### src/rtl/mitch_pkg.sv
`default_nettype none
// ============================================================================
// Module   : mitch_pkg
// Brief    : Shared widths, constants, log-operand type and leading-one
//            helpers for the Mitchell-log divider.
// Revision : 1.0 - initial release
// ============================================================================
package mitch_pkg;

    localparam int W  = 6;
    localparam int F  = W - 1;
    localparam int QF = 16;

    localparam logic [31:0] c_q_pos_sat = 32'h7FFF_FFFF;
    localparam logic [31:0] c_q_neg_sat = 32'h8000_0000;
    localparam logic [31:0] c_q_zero    = 32'h0000_0000;

    typedef struct packed {
        logic [3:0]   k;
        logic [F-1:0] f;
        logic         zero;
    } log_op_t;

    // One-hot of the most significant set bit (all zeros for a zero input).
    function automatic logic [15:0] lod16(input logic [15:0] v);
        logic [15:0] oh;
        oh = '0;
        for (int i = 0; i < 16; i++) begin
            if (v[i]) oh = 16'(1) << i;
        end
        return oh;
    endfunction

    function automatic logic [3:0] penc16(input logic [15:0] oh);
        logic [3:0] k;
        k = '0;
        for (int i = 0; i < 16; i++) begin
            if (oh[i]) k = k | 4'(i);
        end
        return k;
    endfunction

endpackage
`default_nettype wire

### src/rtl/mitch_log16.sv
`default_nettype none
// ============================================================================
// Module   : mitch_log16
// Brief    : Combinational Mitchell log of a signed 16-bit operand: magnitude,
//            leading-one index and normalised F-bit fraction.
//            MITCH_DIV_ROUND_EN selects round-to-nearest of the fraction.
// Revision : 1.0 - initial release
// ============================================================================
module mitch_log16
    import mitch_pkg::*;
(
    input  logic [15:0] i_v,
    output log_op_t     o_op
);

    logic [15:0]  w_mag;
    logic [3:0]   w_k;
    logic [F-1:0] w_f;

    // Ones'-complement magnitude; -1 would collapse to zero so it is forced to 1.
    always_comb begin
        w_mag = i_v ^ {16{i_v[15]}};
        if (i_v == 16'hFFFF) w_mag = 16'd1;
    end

    assign w_k = penc16(lod16(w_mag));

`ifdef MITCH_DIV_ROUND_EN
    localparam int c_fr_w = F + 1;

    logic [F:0] w_fr;
    logic [F:0] w_sum;

    // Fraction bits plus the first discarded bit below them.
    assign w_fr  = c_fr_w'((w_mag << (4'd15 - w_k)) >> (15 - F - 1));
    assign w_sum = {1'b0, w_fr[F:1]} + {{F{1'b0}}, w_fr[0]};
    assign w_f   = w_sum[F] ? {F{1'b1}} : w_sum[F-1:0];
`else
    assign w_f = F'((w_mag << (4'd15 - w_k)) >> (15 - F));
`endif

    assign o_op = '{k: w_k, f: w_f, zero: (i_v == 16'd0)};

endmodule
`default_nettype wire

### src/rtl/mitch_div_w6_pipe.sv
`default_nettype none
// ============================================================================
// Module   : mitch_div_w6_pipe
// Brief    : Three-stage approximate signed 16/16 divider (Mitchell log,
//            subtract, antilog) producing a Q16.16 quotient behind a
//            valid/ready stream. MITCH_DIV_ROUND_EN enables fraction rounding.
// Revision : 1.0 - initial release
// ============================================================================
module mitch_div_w6_pipe
    import mitch_pkg::*;
#(
    parameter int TAG_W = 4
) (
    input  logic             clk_i,
    input  logic             rstn_i,
    input  logic             in_valid_i,
    output logic             in_ready_o,
    input  logic [15:0]      x_i,
    input  logic [15:0]      y_i,
    input  logic [TAG_W-1:0] tag_i,
    output logic             out_valid_o,
    input  logic             out_ready_i,
    output logic [31:0]      q_o,
    output logic             dz_o,
    output logic [TAG_W-1:0] tag_o
);

    log_op_t w_lx;
    log_op_t w_ly;

    logic w_s1_ready;
    logic w_s2_ready;
    logic w_s3_ready;

    logic             r_s1_valid;
    log_op_t          r_s1_lx;
    log_op_t          r_s1_ly;
    logic             r_s1_sign;
    logic [TAG_W-1:0] r_s1_tag;

    logic             r_s2_valid;
    logic [5:0]       r_s2_e;
    logic [W-1:0]     r_s2_m;
    logic             r_s2_sign;
    logic             r_s2_dz;
    logic             r_s2_qz;
    logic [TAG_W-1:0] r_s2_tag;

    logic             r_s3_valid;
    logic [31:0]      r_s3_q;
    logic             r_s3_dz;
    logic [TAG_W-1:0] r_s3_tag;

    logic [5:0]  w_e;
    logic [F:0]  w_d;
    logic [5:0]  w_ep;
    logic [W-1:0] w_m;
    logic [6:0]  w_sh;
    logic [5:0]  w_lsh;
    logic [5:0]  w_rsh;
    logic [31:0] w_mag;
    logic [31:0] w_q;

    mitch_log16 u_log_x (.i_v(x_i), .o_op(w_lx));
    mitch_log16 u_log_y (.i_v(y_i), .o_op(w_ly));

    // Each stage can take new data when empty or when its successor frees up.
    assign w_s3_ready = ~r_s3_valid | out_ready_i;
    assign w_s2_ready = ~r_s2_valid | w_s3_ready;
    assign w_s1_ready = ~r_s1_valid | w_s2_ready;
    assign in_ready_o = w_s1_ready;

    assign w_e  = {2'b00, r_s1_lx.k} - {2'b00, r_s1_ly.k};
    assign w_d  = {1'b0, r_s1_lx.f} - {1'b0, r_s1_ly.f};
    assign w_ep = w_e - {5'b0, w_d[F]};
    assign w_m  = {1'b1, w_d[F-1:0]};

    assign w_sh  = {r_s2_e[5], r_s2_e} + 7'(QF - F);
    assign w_lsh = w_sh[5:0];
    assign w_rsh = 6'(7'd0 - w_sh);
    assign w_mag = w_sh[6] ? (32'(r_s2_m) >> w_rsh) : (32'(r_s2_m) << w_lsh);

    always_comb begin
        w_q = r_s2_sign ? (32'd0 - w_mag) : w_mag;
        if (r_s2_dz) begin
            w_q = r_s2_sign ? c_q_neg_sat : c_q_pos_sat;
        end else if (r_s2_qz) begin
            w_q = c_q_zero;
        end
    end

    always_ff @(posedge clk_i or negedge rstn_i) begin
        if (!rstn_i) begin
            r_s1_valid <= 1'b0;
            r_s1_lx    <= '0;
            r_s1_ly    <= '0;
            r_s1_sign  <= 1'b0;
            r_s1_tag   <= '0;
        end else if (w_s1_ready) begin
            r_s1_valid <= in_valid_i;
            if (in_valid_i) begin
                r_s1_lx   <= w_lx;
                r_s1_ly   <= w_ly;
                r_s1_sign <= x_i[15] ^ y_i[15];
                r_s1_tag  <= tag_i;
            end
        end
    end

    always_ff @(posedge clk_i or negedge rstn_i) begin
        if (!rstn_i) begin
            r_s2_valid <= 1'b0;
            r_s2_e     <= '0;
            r_s2_m     <= '0;
            r_s2_sign  <= 1'b0;
            r_s2_dz    <= 1'b0;
            r_s2_qz    <= 1'b0;
            r_s2_tag   <= '0;
        end else if (w_s2_ready) begin
            r_s2_valid <= r_s1_valid;
            if (r_s1_valid) begin
                r_s2_e    <= w_ep;
                r_s2_m    <= w_m;
                r_s2_sign <= r_s1_sign;
                r_s2_dz   <= r_s1_ly.zero;
                r_s2_qz   <= r_s1_lx.zero & ~r_s1_ly.zero;
                r_s2_tag  <= r_s1_tag;
            end
        end
    end

    always_ff @(posedge clk_i or negedge rstn_i) begin
        if (!rstn_i) begin
            r_s3_valid <= 1'b0;
            r_s3_q     <= '0;
            r_s3_dz    <= 1'b0;
            r_s3_tag   <= '0;
        end else if (w_s3_ready) begin
            r_s3_valid <= r_s2_valid;
            if (r_s2_valid) begin
                r_s3_q   <= w_q;
                r_s3_dz  <= r_s2_dz;
                r_s3_tag <= r_s2_tag;
            end
        end
    end

    assign out_valid_o = r_s3_valid;
    assign q_o         = r_s3_q;
    assign dz_o        = r_s3_dz;
    assign tag_o       = r_s3_tag;

endmodule
`default_nettype wire
### config.mk
export PLATFORM = sky130hd
export DESIGN_NAME = mitch_div_w6_pipe
export DESIGN_NICKNAME = d
export VERILOG_FILES = /design/src/rtl/mitch_pkg.sv /design/src/rtl/mitch_log16.sv /design/src/rtl/mitch_div_w6_pipe.sv
export SDC_FILE = /design/constraint.sdc
export NUM_CORES = 1
export LEC_CHECK = 0
export ABC_AREA = 1
export BUFFER_PORTS_ARGS = -buffer_cell sky130_fd_sc_hd__buf_2
export CAP_MARGIN = 20
export CORE_ASPECT_RATIO = 2
export CORE_MARGIN = 1
export CORE_UTILIZATION = 30
export CTS_CLUSTER_DIAMETER = 200
export DETAILED_ROUTE_END_ITERATION = 10
export HOLD_SLACK_MARGIN = 0.1
export PLACE_DENSITY_LB_ADDON = 0.25
export SYNTH_ARGS = -nofsm -noshare
export SYNTH_HDL_FRONTEND = slang
export SYNTH_SLANG_ARGS = --single-unit
### constraint.sdc
create_clock -name clk_i -period 7.42 [get_ports clk_i]
set_input_delay 0.371 -clock clk_i [delete_from_list [all_inputs] [get_ports clk_i]]
set_output_delay 0.371 -clock clk_i [all_outputs]
set_load 0.01 [all_outputs]
==> results.txt, run 1 <==
----------------------------------------------------
[Run status]
  Outcome ... finished clean

[Setup path]
  Required time worst endpoint ... 7.71 ns
  Most frequent cell on the critical path ... nand2_1
  Highest net fanout along the worst path ... 16
  Classification of the worst setup path ... reg -> reg
  Crit-path slowest cell ... dfrtp_1
  Crit start category ... flip-flop
  Combined buffer and inverter count along the critical path ... 5
  Critical Path Sink Type ... flip-flop
  Family of cells with the greatest summed delay on the critical path ... simple AND/OR/NAND/NOR gates
  Slowest Stage Delay on Critical Path ... 0.64 ns
  Arrival @ worst endpoint ... 4.45 ns

[Clock network]
  CTS sink cnt ... 84
  Number of buffers on the longest clock path ... 2
  Clock H-tree levels ... 3
  Setup bufs post-CTS ... 0
  Clock tree from TritonCTS ... done
  Clock-pin slew on the worst setup and hold paths ... 0.07 ns
  Number of clock buffers inserted by TritonCTS ... 9
  Source-to-sink clock delay at the later pin of the worst-skew pair ... 0.36 ns
  Cell at the root of the clock tree ... clkbuf_16

[Global route]
  Total global routing track utilization ... 19.17%
  Via count of the first global-routing pass ... 8300
  Total gr overflow ... 0
  M2 GR Usage ... 40.92%
  Pin count of the biggest net entering global routing ... 47
  Wire length of the first global-routing pass ... 41120 um
  Met1 track utilization from global routing ... 15.82%
  Antenna violations before repair ... 0
  GRT met3 Usage ... 2.661%
  Busiest metal layer after global routing ... met2

[Timing]
  Tightest slew margin relative to the limit ... 40.83%
  RSZ-0062 raised after global routing ... false
  Highest achievable clock rate ... 0.2401 GHz
  Worst setup skew after layout ... 0.008360 ns
  TNS Setup ... 0 ns
  Worst-margin pin slew ... 0.8865 ns
  Number of failing hold endpoints at the final stage ... 0
  Post-route minimum period ... 4.165 ns
  Setup-failing EPs final ... 0
  Total count of max-transition violations in the final report ... 0
  Fin crit share ... 56.13%

[Final layout]
  Antenna diode count ... 0
  Layout Nets ... 1404
  # fillers ... 3044
  Share of layout cells above drive strength 1 ... 13.86%
  Final cell count without fillers ... 1693
  Relative area change from synthesis to final layout ... 12.05%
  Total area of multi-input combinational cells ... 5044 sq um
  Commonest non-fill, non-tap cell in the layout ... nand2_1
  Most frequent cells in the layout ... nand2_1 (356), nor2_1 (144), nand3_1 (139), inv_1 (138), dfrtp_1 (84)
  Area taken by flip-flops and latches ... 2102 sq um

[Logic synthesis]
  Post-synth ARST share ... 100.0%
  Synthesized area per cell ... 6.218 sq um
  Number of nets in the synthesized netlist ... 1348
  Number of flops mapped to enable cells by yosys ... 0
  Synth Flop Type ... dfrtp_1
  Count of synthesis-stage warnings from yosys ... 0
  Post-synthesis cell type count ... 52
  Number of synthesized register bits ... 84
  Mapped cell area ... 8009 sq um
  Post-synthesis instance total ... 1288
  Post-synthesis sequential area ratio ... 26.25%

[Job]
  Max_cap viols ... 0

[Place]
  Final HPWL DP ... 21210 um
  Final weighted congestion of routability-driven global placement ... 0.9770
  Buffers added on ports ... 78
  Cell Count Post-Placement ... 1675

[Die]
  Die boundary width ... 117.5 um
  Die H ... 233.1 um
  Std-Cell Core Area ... 26280 sq um
  Overall die area ... 27390 sq um
  Number of placement rows ... 84
  IO Count ... 79
  Starting Density ... 30.48%

[Drt]
  Post-DR wirelength/cell ... 15.03 um
  Final antenna-violating net count ... 0
  Remaining DRCs ... 0
  Number of violations reported at the end of detailed-routing iteration 0 ... 410
  Total Wirelength ... 25450 um
  Vias per inst ... 4.931
  Vias after detailed routing ... 8348
  First-pass DRT Iterations ... 5

[Pwr]
  Leakage power of the design ... 4.653 nW
  Maximum VDD drop ... 0.0001696 V
  PD cells ... 446.2 nW/um^2

[Worst hold path]
  Worst hold-check path type ... in -> reg

----------------------------------------------------
==> timing repair <==
| action | CTS | global route |
|---|---|---|
| hold buffers | 1 | 0 |
| endpoints found under the setup margin | 0 | 0 |
| hold endpoints to repair | 38 | 0 |
| resized for setup | 0 | 0 |
==> synthesized netlist by cell type (all sizes together) (18+ instances only) <==
library cell	count	area [sq um]
nand2	375	1480
nor2	171	754.5
inv	157	589.3
nand3	144	745.7
o21ai	89	456.7
dfrtp	84	2102
a21oi	67	335.3
nand4	38	256.5
buf	27	206.5
xor2	25	219.0
nor3	20	121.4
ha	18	225.2
==> worst paths after layout <==
kind / from / cells after the start / to / slack [ns]
min in group asynchronous: rstn_i / 2 / q_o[6]$_DFFE_PN0P_ / 0.52
worst max-delay path: r_s2_e[0]$_DFFE_PN0P_ / 28 / q_o[28]$_DFFE_PN0P_ / 3.25
worst max register to register: r_s2_e[0]$_DFFE_PN0P_ / 28 / q_o[28]$_DFFE_PN0P_ / 3.25
worst min register to register: r_s2_tag[0]$_DFFE_PN0P_ / 2 / tag_o[0]$_DFFE_PN0P_ / 0.48
worst min-delay path: tag_i[0] / 3 / r_s1_tag[0]$_DFFE_PN0P_ / 0.23
max in group asynchronous: rstn_i / 3 / r_s1_sign$_DFFE_PN0P_ / 5.89
==> per-stage QoR <==
| stage | power [mW] | setup WS [ns] | utilization [%] | hold WS [ns] | instance area (sq um) |
|---|---|---|---|---|---|
| 5_1_grt | 4.388 | 2.674 | 34.15 | 0.2405 | 8974 |
| 6_report | 4.004 | 3.255 | 34.15 | 0.2290 | 8974 |
| 3_5_place_dp | 3.481 | 3.261 | 32.80 | 0.3791 | 8618 |
| 3_3_place_gp | 3.476 | 3.322 | 32.80 | 0.3746 | 8618 |
| 2_1_floorplan | 2.722 | 4.376 | - | 0.07541 | 8009 |
| 4_1_cts | 3.999 | 3.242 | 34.08 | 0.2147 | 8954 |
==> power by group <==
part,total [mW],switching (mW),internal (mW)
Clock,0.503,0.197,0.306
Combinational,2.75,1.89,0.863
Sequential,0.747,0.112,0.635
==> kinds of logic (layout without fill, tap and decap cells) <==
group	count (synthesis)	count (layout)	share of synthesized area, %
xor+xnor	33	33	3.609
buf+inv	203	264	10.83
flops	84	84	26.25
simple gates	769	769	43.93
fa+ha+maj	20	20	3.312
compound gates	179	179	12.08
==> flip-flops by register name, summed over array words and instances (netlist names), 4 cells and up <==
signal	cells
q_o	32
r_s1_tag	4
r_s2_m	6
r_s2_tag	4
r_s1_lx	10
r_s1_ly	10
r_s2_e	6
tag_o	4
==> worst reg2reg max path, delay by kind of cell, from the launching register on <==
| kind | cells | cell delay, ns |
|---|---|---|
| DFF | 1 | 0.64 |
| buffers and inverters | 5 | 0.42 |
| AOI/OAI and AO/OA | 1 | 0.13 |
| adders and majority gates | 2 | 0.40 |
| and+or+nand+nor | 20 | 2.51 |
==> cell type report <==
cell class / count / share of cell area [%]
multi-input combinational: 1001 / 56.20
sequential: 84 / 23.42
inverter: 163 / 6.818
timing repair buffer: 85 / 5.131
tap: 344 / 4.796
clock buffer: 11 / 2.705
clock inverter: 5 / 0.9202
==> layer usage <==
metal | routed length, um | vias up
li1 | - | 4306
met1 | 8379 | 3750
met2 | 14910 | 203
met3 | 566 | 89
met4 | 1589 | 0
met5 | 0 | -
Note: power is estimated with default switching activity, not from simulation.
==> inputs of run 2 (changes only) <==
Clock period 7.42 ns to 3.4 ns, I/O delays scaled along.
==> results.txt, run 2 (synthesis results as in run 1) <==
----------------------------------------------------
[Die]
  Std-Cell Core Area ... 26280 sq um
  Die boundary width ... 117.5 um
  Die H ... 233.1 um
  Starting Density ... 30.48%
  IO Count ... 79
  Number of placement rows ... 84
  Overall die area ... 27390 sq um

[Setup path]
  Required time worst endpoint ... 3.64 ns
  Capture instance of the worst register-to-register path ... q_o[24]$_DFFE_PN0P_
  Arrival @ worst endpoint ... 3.42 ns
  Critical Path Sink Type ... flip-flop
  Critical path origin ... r_s2_e[1]$_DFFE_PN0P_
  Highest net fanout along the worst path ... 6
  Depth of the worst register-to-register path ... 25
  Beginning of the worst register-to-register path ... r_s2_e[1]$_DFFE_PN0P_
  Flop-to-flop setup slack ... 0.22 ns
  Worst Setup EP ... q_o[24]$_DFFE_PN0P_
  Crit start category ... flip-flop
  Classification of the worst setup path ... reg -> reg

[Drt]
  Total Wirelength ... 25670 um
  DRT met1 WL ... 8259 um
  Number of violations reported at the end of detailed-routing iteration 0 ... 391
  Vias after detailed routing ... 8594
  Post-DR wirelength/cell ... 14.78 um
  First-pass DRT Iterations ... 5
  Highest signal layer in the routed design ... met4
  Metal3 WL ... 646 um
  Met2 wire length ... 15180 um
  Vias per inst ... 4.948
  Remaining DRCs ... 0
  Final antenna-violating net count ... 0

[Clock network]
  Cell at the root of the clock tree ... clkbuf_16
  Clock H-tree levels ... 3
  Clock-pin slew on the worst setup and hold paths ... 0.07 ns
  CTS sink cnt ... 84
  Source-to-sink clock delay at the later pin of the worst-skew pair ... 0.36 ns
  Number of clock buffers inserted by TritonCTS ... 9
  Clock tree from TritonCTS ... done
  Number of buffers on the longest clock path ... 2

[Place]
  Final weighted congestion of routability-driven global placement ... 0.9522
  Instance area after placement ... 8874 sq um
  Final HPWL DP ... 21110 um
  Buffers added on ports ... 78
  Setup slack at placement ... 0.07856 ns

[Worst hold path]
  Worst hold-check path type ... in -> reg

[Timing]
  Worst setup skew after layout ... 0.01029 ns
  Highest achievable clock rate ... 0.3147 GHz
  Fin crit share ... 93.46%
  Worst-case setup margin in the final layout ... 0.2224 ns
  Worst-margin pin slew ... 0.9585 ns
  Tightest slew margin relative to the limit ... 36.10%
  Total count of max-transition violations in the final report ... 0
  Setup-failing EPs final ... 0
  TNS Setup ... 0 ns
  Number of failing hold endpoints at the final stage ... 0
  Post-route minimum period ... 3.178 ns

[Final layout]
  Flip-flop count of the largest register after layout ... 32
  Layout Nets ... 1448
  Relative area change from synthesis to final layout ... 16.93%
  Commonest non-fill, non-tap cell in the layout ... nand2_1
  Final standard cell utilization of the core ... 35.64%
  Post-layout instance area ... 9365 sq um
  Antenna diode count ... 0
  Most frequent cells in the layout ... nand2_1 (345), nor2_1 (141), inv_1 (137), nand3_1 (137), dfrtp_1 (84)
  Share of layout cells above drive strength 1 ... 17.80%

[Pwr]
  Total internal power ... 4.253 mW
  Leakage power of the design ... 4.851 nW
  Power spent charging and discharging nets ... 4.966 mW
  Share of power burned in the clock network ... 11.3%
  Maximum VDD drop ... 0.0003595 V
  PD cells ... 984.4 nW/um^2
  Sequential power share ... 17.5%
  Switch share ... 53.87%
  Fraction of power consumed by combinational cells ... 71.1%

[Global route]
  Pin count of the biggest net entering global routing ... 73
  Total global routing track utilization ... 19.14%
  Total gr overflow ... 0
  Via count of the first global-routing pass ... 8476
  Antenna violations before repair ... 0
  Wire length of the first global-routing pass ... 41090 um

[Run status]
  Outcome ... finished clean

[Job]
  Max_cap viols ... 0

----------------------------------------------------
[run 2: worst min path at each step]
stage	start	slack (ns)	to	depth (start not counted)
after floorplan	rstn_i	-0.13	dz_o$_DFFE_PN0P_	0
after global placement	rstn_i	0.37	q_o[6]$_DFFE_PN0P_	1
after detailed placement	rstn_i	0.38	q_o[6]$_DFFE_PN0P_	1
after CTS	y_i[9]	0.20	r_s1_ly[0]$_DFFE_PN0P_	4
after global routing	y_i[9]	0.20	r_s1_ly[0]$_DFFE_PN0P_	4
final	y_i[9]	0.22	r_s1_ly[0]$_DFFE_PN0P_	4
[run 2: area by class of cell]
type	instances	area [sq um]
fillers	3004	16910
repair buffers	129	794.5
flip-flops and latches	84	2102
clock inverters	7	81.33
well taps	344	430.4
inverters	163	619.3
multi-input cells	1001	5112
clock buffers	9	225.2
[run 2: routing by layer]
metal	track usage [%]	vias to the layer above
met4	13.90	0
met3	2.490	91
li1	-	4403
met5	0	-
met2	40.20	212
met1	15.79	3888
[run 2: worst max-delay path, stage by stage (launching register included)]
cell and delay (ns):
dfrtp_1 0.39, inv_2 0.07, ha_4 0.29, nand2_1 0.08
a21oi_2 0.13, nand3_2 0.11, nor2_2 0.14, nand2_2 0.09
nand3_4 0.11, inv_2 0.05, nand3_1 0.07, nand2_1 0.06
nand3_2 0.09, nand2_1 0.05, inv_1 0.07, ha_1 0.16
inv_1 0.06, nor2_2 0.14, nand3_2 0.14, nor2_2 0.15
buf_6 0.15, nand3_1 0.09, nand2_2 0.09, a21oi_1 0.06
o21ai_0 0.10, a21oi_1 0.09
[run 2: per-stage QoR]
stage / instances / power (mW) / hold slack, ns
CTS: 1731 / 8.967 / 0.2013
global placement: 1709 / 7.821 / 0.3685
detailed placement: 1709 / 7.871 / 0.3832
finish: 1737 / 9.219 / 0.2184
floorplan: 1288 / 5.940 / -0.1256
global route: 1737 / 10.14 / 0.2050
[run 2: what timing repair did]
action                                 4_1_cts  5_1_grt
hold buffers                                 6        0
endpoints found under the hold margin       76        0
buffers inserted                             0        6
setup endpoints to repair                    0       18
resized for setup                            0       25
[run 2: power groups by stage]
| stage | clock network [mW] | registers (mW) | logic (mW) |
|---|---|---|---|
| floorplan | 0 | 1.71 | 4.23 |
| global placement | 0 | 1.63 | 6.19 |
| detailed placement | 0 | 1.64 | 6.23 |
| CTS | 1.08 | 1.63 | 6.26 |
| global route | 1.12 | 1.67 | 7.35 |
| finish | 1.05 | 1.62 | 6.56 |
